### src/rtl/ahb_simple_master_if.sv
// Command, write-data, response and AHB bus signals of ahb_simple_master.
// master = the design's view, slave = the environment (command source + AHB slave).
interface ahb_simple_master_if #(
  parameter int ADDR_WIDTH = 32,
  parameter int DATA_WIDTH = 32
);
  logic                  cmd_valid;
  logic                  cmd_ready;
  logic                  cmd_write;
  logic [ADDR_WIDTH-1:0] cmd_addr;
  logic [4:0]            cmd_len;
  logic [DATA_WIDTH-1:0] wdata;
  logic                  wdata_pop;
  logic                  rsp_valid;
  logic [DATA_WIDTH-1:0] rsp_rdata;
  logic                  rsp_error;
  logic                  rsp_last;
  logic [ADDR_WIDTH-1:0] HADDR;
  logic [1:0]            HTRANS;
  logic                  HWRITE;
  logic [2:0]            HSIZE;
  logic [2:0]            HBURST;
  logic [3:0]            HPROT;
  logic [DATA_WIDTH-1:0] HWDATA;
  logic [DATA_WIDTH-1:0] HRDATA;
  logic                  HREADY;
  logic [1:0]            HRESP;

  modport master (
    input  cmd_valid, cmd_write, cmd_addr, cmd_len, wdata, HRDATA, HREADY, HRESP,
    output cmd_ready, wdata_pop, rsp_valid, rsp_rdata, rsp_error, rsp_last,
    output HADDR, HTRANS, HWRITE, HSIZE, HBURST, HPROT, HWDATA
  );

  modport slave (
    output cmd_valid, cmd_write, cmd_addr, cmd_len, wdata, HRDATA, HREADY, HRESP,
    input  cmd_ready, wdata_pop, rsp_valid, rsp_rdata, rsp_error, rsp_last,
    input  HADDR, HTRANS, HWRITE, HSIZE, HBURST, HPROT, HWDATA
  );
endinterface

### src/rtl/ahb_simple_master.sv
// Single-command AHB-Lite master: turns one read/write command of 1..16 word beats into a
// pipelined INCR/SINGLE transfer and reports one response per completed data phase.
module ahb_simple_master #(
  parameter int ADDR_WIDTH = 32,
  parameter int DATA_WIDTH = 32
) (
  input  logic                HCLK,
  input  logic                HRESET,
  ahb_simple_master_if.master bus
);

  typedef enum logic [1:0] {IDLE, ADDR, BURST, ERR} state_e;

  localparam logic [1:0] TRANS_IDLE   = 2'b00;
  localparam logic [1:0] TRANS_NONSEQ = 2'b10;
  localparam logic [1:0] TRANS_SEQ    = 2'b11;
  localparam logic [1:0] RESP_OKAY    = 2'b00;

  state_e                state_q, state_d;
  logic [ADDR_WIDTH-1:0] addr_q, addr_d;
  logic [4:0]            len_q, len_d;
  logic [4:0]            beat_q, beat_d;
  logic                  write_q, write_d;
  logic [DATA_WIDTH-1:0] hwdata_q, hwdata_d;
  logic                  wpop_q, wpop_d;
  logic                  rsp_vld_q, rsp_vld_d;
  logic [DATA_WIDTH-1:0] rsp_rdata_q, rsp_rdata_d;
  logic                  rsp_err_q, rsp_err_d;
  logic                  rsp_last_q, rsp_last_d;
  logic                  resp_err;
  logic                  more;
  logic [1:0]            htrans;

  // beat_q counts accepted address phases, so in BURST the data phase is the last one
  // exactly when every address has already gone out.
  assign resp_err = (bus.HRESP != RESP_OKAY);
  assign more     = (beat_q != len_q);

  always_ff @(posedge HCLK) begin
    if (HRESET) state_q <= IDLE;
    else        state_q <= state_d;
  end

  always_comb begin
    state_d = state_q;
    unique case (state_q)
      IDLE:  if (bus.cmd_valid) state_d = ADDR;
      ADDR:  if (bus.HREADY) state_d = BURST;
      BURST: begin
        if (resp_err)                    state_d = bus.HREADY ? IDLE : ERR;
        else if (bus.HREADY && !more)    state_d = IDLE;
      end
      ERR:   if (bus.HREADY) state_d = IDLE;
      default: state_d = IDLE;
    endcase
  end

  always_comb begin
    addr_d      = addr_q;
    len_d       = len_q;
    beat_d      = beat_q;
    write_d     = write_q;
    hwdata_d    = hwdata_q;
    wpop_d      = 1'b0;
    rsp_vld_d   = 1'b0;
    rsp_rdata_d = '0;
    rsp_err_d   = 1'b0;
    rsp_last_d  = 1'b0;
    unique case (state_q)
      IDLE: begin
        if (bus.cmd_valid) begin
          addr_d  = bus.cmd_addr & ~ADDR_WIDTH'(3);
          len_d   = (bus.cmd_len == 5'd0) ? 5'd1 : bus.cmd_len;
          beat_d  = 5'd0;
          write_d = bus.cmd_write;
        end
      end
      ADDR: begin
        if (bus.HREADY) begin
          addr_d   = addr_q + ADDR_WIDTH'(4);
          beat_d   = 5'd1;
          hwdata_d = write_q ? bus.wdata : hwdata_q;
          wpop_d   = write_q;
        end
      end
      BURST: begin
        if (resp_err) begin
          if (bus.HREADY) begin
            rsp_vld_d  = 1'b1;
            rsp_err_d  = 1'b1;
            rsp_last_d = 1'b1;
          end
        end else if (bus.HREADY) begin
          rsp_vld_d   = 1'b1;
          rsp_rdata_d = write_q ? '0 : bus.HRDATA;
          rsp_last_d  = !more;
          if (more) begin
            addr_d   = addr_q + ADDR_WIDTH'(4);
            beat_d   = beat_q + 5'd1;
            hwdata_d = write_q ? bus.wdata : hwdata_q;
            wpop_d   = write_q;
          end
        end
      end
      ERR: begin
        if (bus.HREADY) begin
          rsp_vld_d  = 1'b1;
          rsp_err_d  = 1'b1;
          rsp_last_d = 1'b1;
        end
      end
      default: ;
    endcase
  end

  always_ff @(posedge HCLK) begin
    if (HRESET) begin
      addr_q      <= '0;
      len_q       <= 5'd1;
      beat_q      <= 5'd0;
      write_q     <= 1'b0;
      hwdata_q    <= '0;
      wpop_q      <= 1'b0;
      rsp_vld_q   <= 1'b0;
      rsp_rdata_q <= '0;
      rsp_err_q   <= 1'b0;
      rsp_last_q  <= 1'b0;
    end else begin
      addr_q      <= addr_d;
      len_q       <= len_d;
      beat_q      <= beat_d;
      write_q     <= write_d;
      hwdata_q    <= hwdata_d;
      wpop_q      <= wpop_d;
      rsp_vld_q   <= rsp_vld_d;
      rsp_rdata_q <= rsp_rdata_d;
      rsp_err_q   <= rsp_err_d;
      rsp_last_q  <= rsp_last_d;
    end
  end

  // An error response cancels the overlapping address phase in the same cycle.
  always_comb begin
    htrans = TRANS_IDLE;
    unique case (state_q)
      ADDR:  htrans = TRANS_NONSEQ;
      BURST: if (more && !resp_err) htrans = (addr_q[9:0] == 10'd0) ? TRANS_NONSEQ : TRANS_SEQ;
      default: htrans = TRANS_IDLE;
    endcase
  end

  assign bus.cmd_ready = (state_q == IDLE) && !HRESET;
  assign bus.HTRANS    = htrans;
  assign bus.HADDR     = addr_q;
  assign bus.HWRITE    = write_q;
  assign bus.HSIZE     = 3'b010;
  assign bus.HBURST    = (len_q == 5'd1) ? 3'b000 : 3'b001;
  assign bus.HPROT     = 4'b0011;
  assign bus.HWDATA    = hwdata_q;
  assign bus.wdata_pop = wpop_q;
  assign bus.rsp_valid = rsp_vld_q;
  assign bus.rsp_rdata = rsp_rdata_q;
  assign bus.rsp_error = rsp_err_q;
  assign bus.rsp_last  = rsp_last_q;

endmodule

### src/flat_wrapper.sv
// flat-port wrapper written by rule: the top's interface ports become plain ports
module ahb_simple_master_flat 
#(
  parameter int ADDR_WIDTH = 32,
  parameter int DATA_WIDTH = 32
)
  (HCLK, HRESET, bus_cmd_valid, bus_cmd_write, bus_cmd_addr, bus_cmd_len, bus_wdata, bus_HRDATA, bus_HREADY, bus_HRESP, bus_cmd_ready, bus_wdata_pop, bus_rsp_valid, bus_rsp_rdata, bus_rsp_error, bus_rsp_last, bus_HADDR, bus_HTRANS, bus_HWRITE, bus_HSIZE, bus_HBURST, bus_HPROT, bus_HWDATA);
  ahb_simple_master_if #(.ADDR_WIDTH(ADDR_WIDTH), .DATA_WIDTH(DATA_WIDTH)) bus_i ();
  input  logic HCLK;
  input  logic HRESET;
  input wire logic [$bits(bus_i.cmd_valid)-1:0] bus_cmd_valid;
  input wire logic [$bits(bus_i.cmd_write)-1:0] bus_cmd_write;
  input wire logic [$bits(bus_i.cmd_addr)-1:0] bus_cmd_addr;
  input wire logic [$bits(bus_i.cmd_len)-1:0] bus_cmd_len;
  input wire logic [$bits(bus_i.wdata)-1:0] bus_wdata;
  input wire logic [$bits(bus_i.HRDATA)-1:0] bus_HRDATA;
  input wire logic [$bits(bus_i.HREADY)-1:0] bus_HREADY;
  input wire logic [$bits(bus_i.HRESP)-1:0] bus_HRESP;
  output wire logic [$bits(bus_i.cmd_ready)-1:0] bus_cmd_ready;
  output wire logic [$bits(bus_i.wdata_pop)-1:0] bus_wdata_pop;
  output wire logic [$bits(bus_i.rsp_valid)-1:0] bus_rsp_valid;
  output wire logic [$bits(bus_i.rsp_rdata)-1:0] bus_rsp_rdata;
  output wire logic [$bits(bus_i.rsp_error)-1:0] bus_rsp_error;
  output wire logic [$bits(bus_i.rsp_last)-1:0] bus_rsp_last;
  output wire logic [$bits(bus_i.HADDR)-1:0] bus_HADDR;
  output wire logic [$bits(bus_i.HTRANS)-1:0] bus_HTRANS;
  output wire logic [$bits(bus_i.HWRITE)-1:0] bus_HWRITE;
  output wire logic [$bits(bus_i.HSIZE)-1:0] bus_HSIZE;
  output wire logic [$bits(bus_i.HBURST)-1:0] bus_HBURST;
  output wire logic [$bits(bus_i.HPROT)-1:0] bus_HPROT;
  output wire logic [$bits(bus_i.HWDATA)-1:0] bus_HWDATA;
  assign bus_i.cmd_valid = bus_cmd_valid;
  assign bus_i.cmd_write = bus_cmd_write;
  assign bus_i.cmd_addr = bus_cmd_addr;
  assign bus_i.cmd_len = bus_cmd_len;
  assign bus_i.wdata = bus_wdata;
  assign bus_i.HRDATA = bus_HRDATA;
  assign bus_i.HREADY = bus_HREADY;
  assign bus_i.HRESP = bus_HRESP;
  assign bus_cmd_ready = bus_i.cmd_ready;
  assign bus_wdata_pop = bus_i.wdata_pop;
  assign bus_rsp_valid = bus_i.rsp_valid;
  assign bus_rsp_rdata = bus_i.rsp_rdata;
  assign bus_rsp_error = bus_i.rsp_error;
  assign bus_rsp_last = bus_i.rsp_last;
  assign bus_HADDR = bus_i.HADDR;
  assign bus_HTRANS = bus_i.HTRANS;
  assign bus_HWRITE = bus_i.HWRITE;
  assign bus_HSIZE = bus_i.HSIZE;
  assign bus_HBURST = bus_i.HBURST;
  assign bus_HPROT = bus_i.HPROT;
  assign bus_HWDATA = bus_i.HWDATA;
  ahb_simple_master #(.ADDR_WIDTH(ADDR_WIDTH), .DATA_WIDTH(DATA_WIDTH)) u_core (.HCLK(HCLK), .HRESET(HRESET), .bus(bus_i));
endmodule
### config.mk
export PLATFORM = sky130hd
export DESIGN_NAME = ahb_simple_master_flat
export DESIGN_NICKNAME = d
export VERILOG_FILES = /design/src/rtl/ahb_simple_master_if.sv /design/src/rtl/ahb_simple_master.sv /design/src/flat_wrapper.sv
export SDC_FILE = /design/constraint.sdc
export NUM_CORES = 1
export LEC_CHECK = 0
export CAP_MARGIN = 0
export CORE_AREA = 4 4 122 124
export CTS_CLUSTER_DIAMETER = 200
export DETAILED_ROUTE_END_ITERATION = 12
export DIE_AREA = 0 0 126 128
export PLACE_DENSITY = 0.87
export SETUP_SLACK_MARGIN = 0.3
export SLEW_MARGIN = 0
export SYNTH_ARGS = -nofsm -noshare
export SYNTH_HDL_FRONTEND = slang
export SYNTH_SLANG_ARGS = --single-unit
### constraint.sdc
create_clock -name HCLK -period 2 [get_ports HCLK]
set_input_delay 0.5 -clock HCLK [delete_from_list [all_inputs] [get_ports HCLK]]
set_output_delay 0.5 -clock HCLK [all_outputs]
set_load 0.01 [all_outputs]
* Word-level counts from Yosys, hierarchy flattened
Index checks and enable logic that the tools add are counted.
** Word-level totals
- Output and inout port bits :: 114
- Bits in registers :: 113
- Input bits :: 108
** Cells by class
- Bitwise operators :: 3
- $add $sub $neg :: 2
- Reductions and logical operators :: 19
- Mux-type cells :: 41
- Equality and inequality tests :: 12
** Operators by type and width (number)
- 32-bit 2-to-1 mux :: 10
- 32-bit case mux with 3 select lines :: 1
- 32-bit case mux with 2 select lines :: 1
- 32-bit by 3-bit adder with 32-bit output (second input constant) :: 1
- 5-bit 2-to-1 mux :: 6
- 5-bit case mux with 3 select lines :: 1
- 2-bit 2-to-1 mux :: 7
- 10-bit logical NOT :: 1
- 1-bit 2-to-1 mux :: 10
- 2-bit inequality test (second input constant) :: 5
- 2-bit case mux with 4 select lines :: 1
- 1-bit case mux with 2 select lines :: 3
- 6-bit AND reduction :: 1
- 5-bit by 1-bit adder with 5-bit output (second input constant) :: 1
- 5-bit by 1-bit equality test with 1-bit output (second input constant) :: 1
- 5-bit logical NOT :: 1
- 5-bit inequality test :: 1
- 5-bit AND reduction :: 1
- 5-bit OR reduction :: 1
- 2-bit equality test (second input constant) :: 2
- 2-bit case mux with 2 select lines :: 1
- 4-bit AND reduction :: 1
- 2-bit nonzero test :: 2
- 2-bit OR reduction :: 2
- 9 further kinds :: 15

* Longest topological paths before layout
- Depth after elaboration :: 6
- Mapped depth :: 10
- Depth with buffers taken out :: 7

* Worst setup path after synthesis
No wires, ideal clock.
- Kind :: flip-flop to flip-flop
- Start point :: reg u_core.state_q[0]
- End point :: reg u_core.addr_q[22], in the netlist u_core.bus.HADDR[22]
- Path slack :: -0.192 ns
- Path buffers :: 3
- Setup time :: 0.133 ns
- Data required time :: 1.867 ns
- Cell stages (with the launch flop) :: 11
- Data arrival time :: 2.059 ns
- Path through :: dfxtp_1 inv_1 ha_1 buf_2 mux2_2 nand3_1 o21ba_2 buf_2 nor2_2 buf_2 o32ai_1
** Between the ends
- Longest elaborated chain between the ends :: 3
- Elaborated cells between the ends (all ways) :: 11
- Those cells by class :: 7 x eq/ne; 1 x mux; 3 x reduce/logical
** RTL lines
- from (decl) :: line ahb_simple_master.sv:19 : state_e state_q, state_d;
- from (signal assigned) :: line ahb_simple_master.sv:41 : else state_q <= state_d;
- 2-bit equality test (tied with other cells) :: line ahb_simple_master.sv:69 : unique case (state_q)
- 2-bit inequality test (no source line) (tied with other cells)
- 6-bit AND reduction (no source line)
- to (signal assigned) :: line ahb_simple_master.sv:129 : addr_q <= addr_d;
- to (decl) :: line ahb_simple_master.sv:20 : logic [ADDR_WIDTH-1:0] addr_q, addr_d;
Parallel ways exist; a longest one is shown, timed or not.
A chain may end at the register's enable or synchronous reset.

* Final worst setup path
- Start point :: reg u_core.state_q[0]
- End point :: out bus_HTRANS[1]
** Between the ends
- Longest elaborated chain between the ends :: 2
- Elaborated cells between the ends (all ways) :: 3
- Those cells by class :: 2 x eq/ne; 1 x mux
** RTL lines
- 2-bit equality test / 2-bit by 1-bit equality test with 1-bit output (equally long branches) :: line ahb_simple_master.sv:145 : unique case (state_q)
- 2-bit case mux with 2 select lines * :: line ahb_simple_master.sv:145
- to (decl) :: line flat_wrapper.sv:26 : output wire logic [$bits(bus_i.HTRANS)-1:0] bus_HTRANS;
Mark *: on every way between the ends. The rest lies on a longest branch, timed or not.

==> summary.md <==
| Metric | Value |
|---|---|
| Hold Violations, Final | 0 |
| Root Buffer | clkbuf_16 |
| Post-place setup slack | -0.866 ns |
| Layout cells sized above 1 | 0.265 |
| CP Cell Sequence | inv_2 -> ha_4 -> or3b_4 -> o21bai_4 -> a21oi_2 -> buf_4 |
| Minimum clock period | 2.29 ns |
| Max-cap viol count | 0 |
| Worst path required time | 1.50 ns |
| Max-slew headroom | 0.570 |
| Fillers | about 1100 |
| First-pass GRT wire length | around 29 mm |
| FP Rows | between 40 and 50 |
| Period utilisation layout | 1.15 |
| Mapped Cells | slightly above 600 |
| Chip width | about 130 µm |
| WS Path Type | flip-flop to output pin |
| DR vias/cell | approximately 5.4 |
| Post-DP HPWL | 13.1 mm |
| Slew at the pin with the worst max-slew slack | ~0.65 ns |
| RSZ-0062 raised after global routing | yes |
| Total number of vias | around 5700 |
| Yosys top cell by area | dfxtp_1 |
| Synth top cells by count | nand2_1 (116), dfxtp_1 (111), mux2i_1 (33) |
| Top-count cell post-synth | nand2_1 |
| Reg2reg setup slack | -0.21 ns |
| Hold WS | between 0.4 and 0.5 ns |
| Gpl congestion | 0.879 |
| CP delay by family, top | simple AND/OR/NAND/NOR gates |
| P&R area growth vs syn | 71.1% |
| Register area | around 2300 µm² |
| Setup ws final | -0.292 ns |
| Worst Path Arrival | roughly 1.8 ns |
| Register bit count reported by yosys | between 100 and 150 |
| Worst-path clk slew | approximately 0.080 ns |
| Final WL | between 15 and 20 mm |
| Synthesized cell area | approximately 5300 µm² |
| Worst hold path class | flip-flop to flip-flop |
| Ys async rst share | 0 |
| Total iterations of the first detailed-routing run | 5 |
| Core ar. | 13800 µm² |
| PortBufs | 208 |
| CP endpoint kind | output pin |
| Outcome | finished with violations |
| P per Cell Area | roughly 1100 nW/µm² |
| Setup TNS | -7.23 ns |
| Setup violators final | 65 |
| Slew Limit Fails | 0 |
| Average size of a mapped cell | approximately 8.6 µm² |
| Initial antenna violation count | 0 |
| Post-DP Area | just over 8000 µm² |
| Synth area leaders | dfxtp_1 (42%), nand2_1 (8.2%), mux2i_1 (6.2%), and2_1 (3.8%), o32ai_1 (2.6%) |
| Pin count of the biggest net entering global routing | 47 |
| Register area share after synthesis | 0.420 |
| Grt ovf | 0 |
| Clk_lat worst skew | 0.36 ns |
| DRC | 0 |
| Total track usage | 0.222 |
| Die area | between 15000 and 20000 µm² |
| Final core occ | 0.658 |
| Synth warn | 0 |
| Initial Util | 0.384 |
| Fin area | roughly 9000 µm² |
| Quantity of hold-fixing buffers added after cts | 0 |
| Initial DRC count | approximately 540 |
| CP bufs+invs | 2 |
| Max FO, Critical Path | 3 |
| Leakage Power | between 0.003 and 0.004 µW |
| Violated checks | setup timing |
| WL/cell | approximately 18 µm |
| DRT antenna net count | 0 |
| Peak VDD IR | slightly below 0.001 V |
| ANT cells | 0 |
| Largest stage delay on the critical path | 0.40 ns |
| Crit-path slowest cell | or3b_4 |
| Highest Clock Rate | between 0.4 and 0.5 GHz |
| Die Y | about 130 µm |
| CTS H-Tree Depth | 3 |
| CP Launch Type | flip-flop |
| Worst clock skew | between 0.01 and 0.015 ns |
| Main synth FF type | dfxtp_1 |
| Area share of the largest cell type after synthesis | 0.420 |
| Maximum buffer depth of the clock tree | 2 |
| EDFF count, synth | 0 |
| I/O pin cnt | 222 |
| # nets final | around 990 |
| TritonCTS clock tree | done |
| Area of the multi-input gates | around 3200 µm² |
| Clock buffer count from CTS | 9 |
| Synth unique cells | about 60 |
| Clock sink count | about 110 |
| Vias in the first global route | about 5600 |
## cell usage in the layout, fill, tap and decap left out, drive strengths merged, types with 13 or more instances in the layout
master and instances:
a21oi 28, a22oi 13, and2 32, buf 91, clkbuf 13, clkdlybuf4s50 102, dfxtp 111, dlygate4sd2 101
inv 23, mux2i 33, nand2 116, nand3 23, nor2 20, o21ai 14, o22ai 13, o32ai 17
## logic make-up (layout without fill, tap and decap cells)
family | count (synthesis) | after routing | synth area share
simple gates | 254 | 254 | 0.248
compound gates | 127 | 127 | 0.174
flops | 111 | 111 | 0.420
buf+inv | 76 | 335 | 0.0674
mux | 34 | 34 | 0.0645
fa+ha+maj | 7 | 7 | 0.0165
xor+xnor | 5 | 5 | 0.00827
other cells | 2 | 11 | 0.00142
## path summary, 6_finish.rpt
kind / endpoint / startpoint / depth (start not counted)
max: bus_HTRANS[1] / u_core.state_q[0]$_SDFFE_PP0P_ / 6
min: u_core.bus.HWDATA[26]$_SDFFE_PP0P_ / u_core.bus.HWDATA[26]$_SDFFE_PP0P_ / 2
max reg2reg: u_core.bus.HWDATA[19]$_SDFFE_PP0P_ / u_core.state_q[0]$_SDFFE_PP0P_ / 10
min reg2reg: u_core.bus.HWDATA[26]$_SDFFE_PP0P_ / u_core.bus.HWDATA[26]$_SDFFE_PP0P_ / 2
## area by class of cell
| class | count | area share |
|---|---|---|
| clock buffer | 11 | 0.0268 |
| clock inverter | 5 | 0.00511 |
| inverter | 19 | 0.00815 |
| multi-input combinational | 438 | 0.357 |
| sequential | 111 | 0.249 |
| tap | 180 | 0.0249 |
| timing repair buffer | 300 | 0.329 |
## what timing repair did
action / in CTS / in global routing
gates cloned: 6 / 3
gates resized for setup: 161 / 37
pin swaps: 11 / 6
endpoints found under the setup margin: 204 / 106
setup buffers: 13 / 3
## state kept, by name (all words and copies together) (netlist names)
name / flops
u_core.bus.HADDR: 30
u_core.bus.HWRITE: 1
u_core.len_q: 5
u_core.bus.rsp_error: 1
u_core.beat_q: 5
u_core.bus.rsp_last: 1
u_core.bus.rsp_rdata: 32
u_core.bus.HWDATA: 32
u_core.bus.rsp_valid: 1
u_core.state_q: 2
u_core.bus.wdata_pop: 1
## tightest hold or removal path, delay by kind of cell, from the launching register on
| kind | cells | cell delay [ns] |
|---|---|---|
| DFF | 1 | 0.31 |
| muxes | 1 | 0.05 |
| and+or+nand+nor | 1 | 0.05 |
## per-layer routing
metal  vias to the layer above  share of wire  GRT usage
li1                       2704              -          -
met3                        35           0.11     0.0771
met2                       312           0.51      0.394
met4                         0          0.020     0.0631
met1                      2694           0.36      0.253
met5                         -              0          0
## where the power goes
group	switching, µW	internal [µW]
sequential	328	2580
clock	884	907
combinational	2790	2650
## through the flow
step                power (µW)  instances
floorplan                 5970        625
detailed placement        7650       1023
global placement          7550       1023
CTS                       9940       1058
finish                   10100       1064
global route             10700       1064
Note: power is estimated with default switching activity, not from simulation.
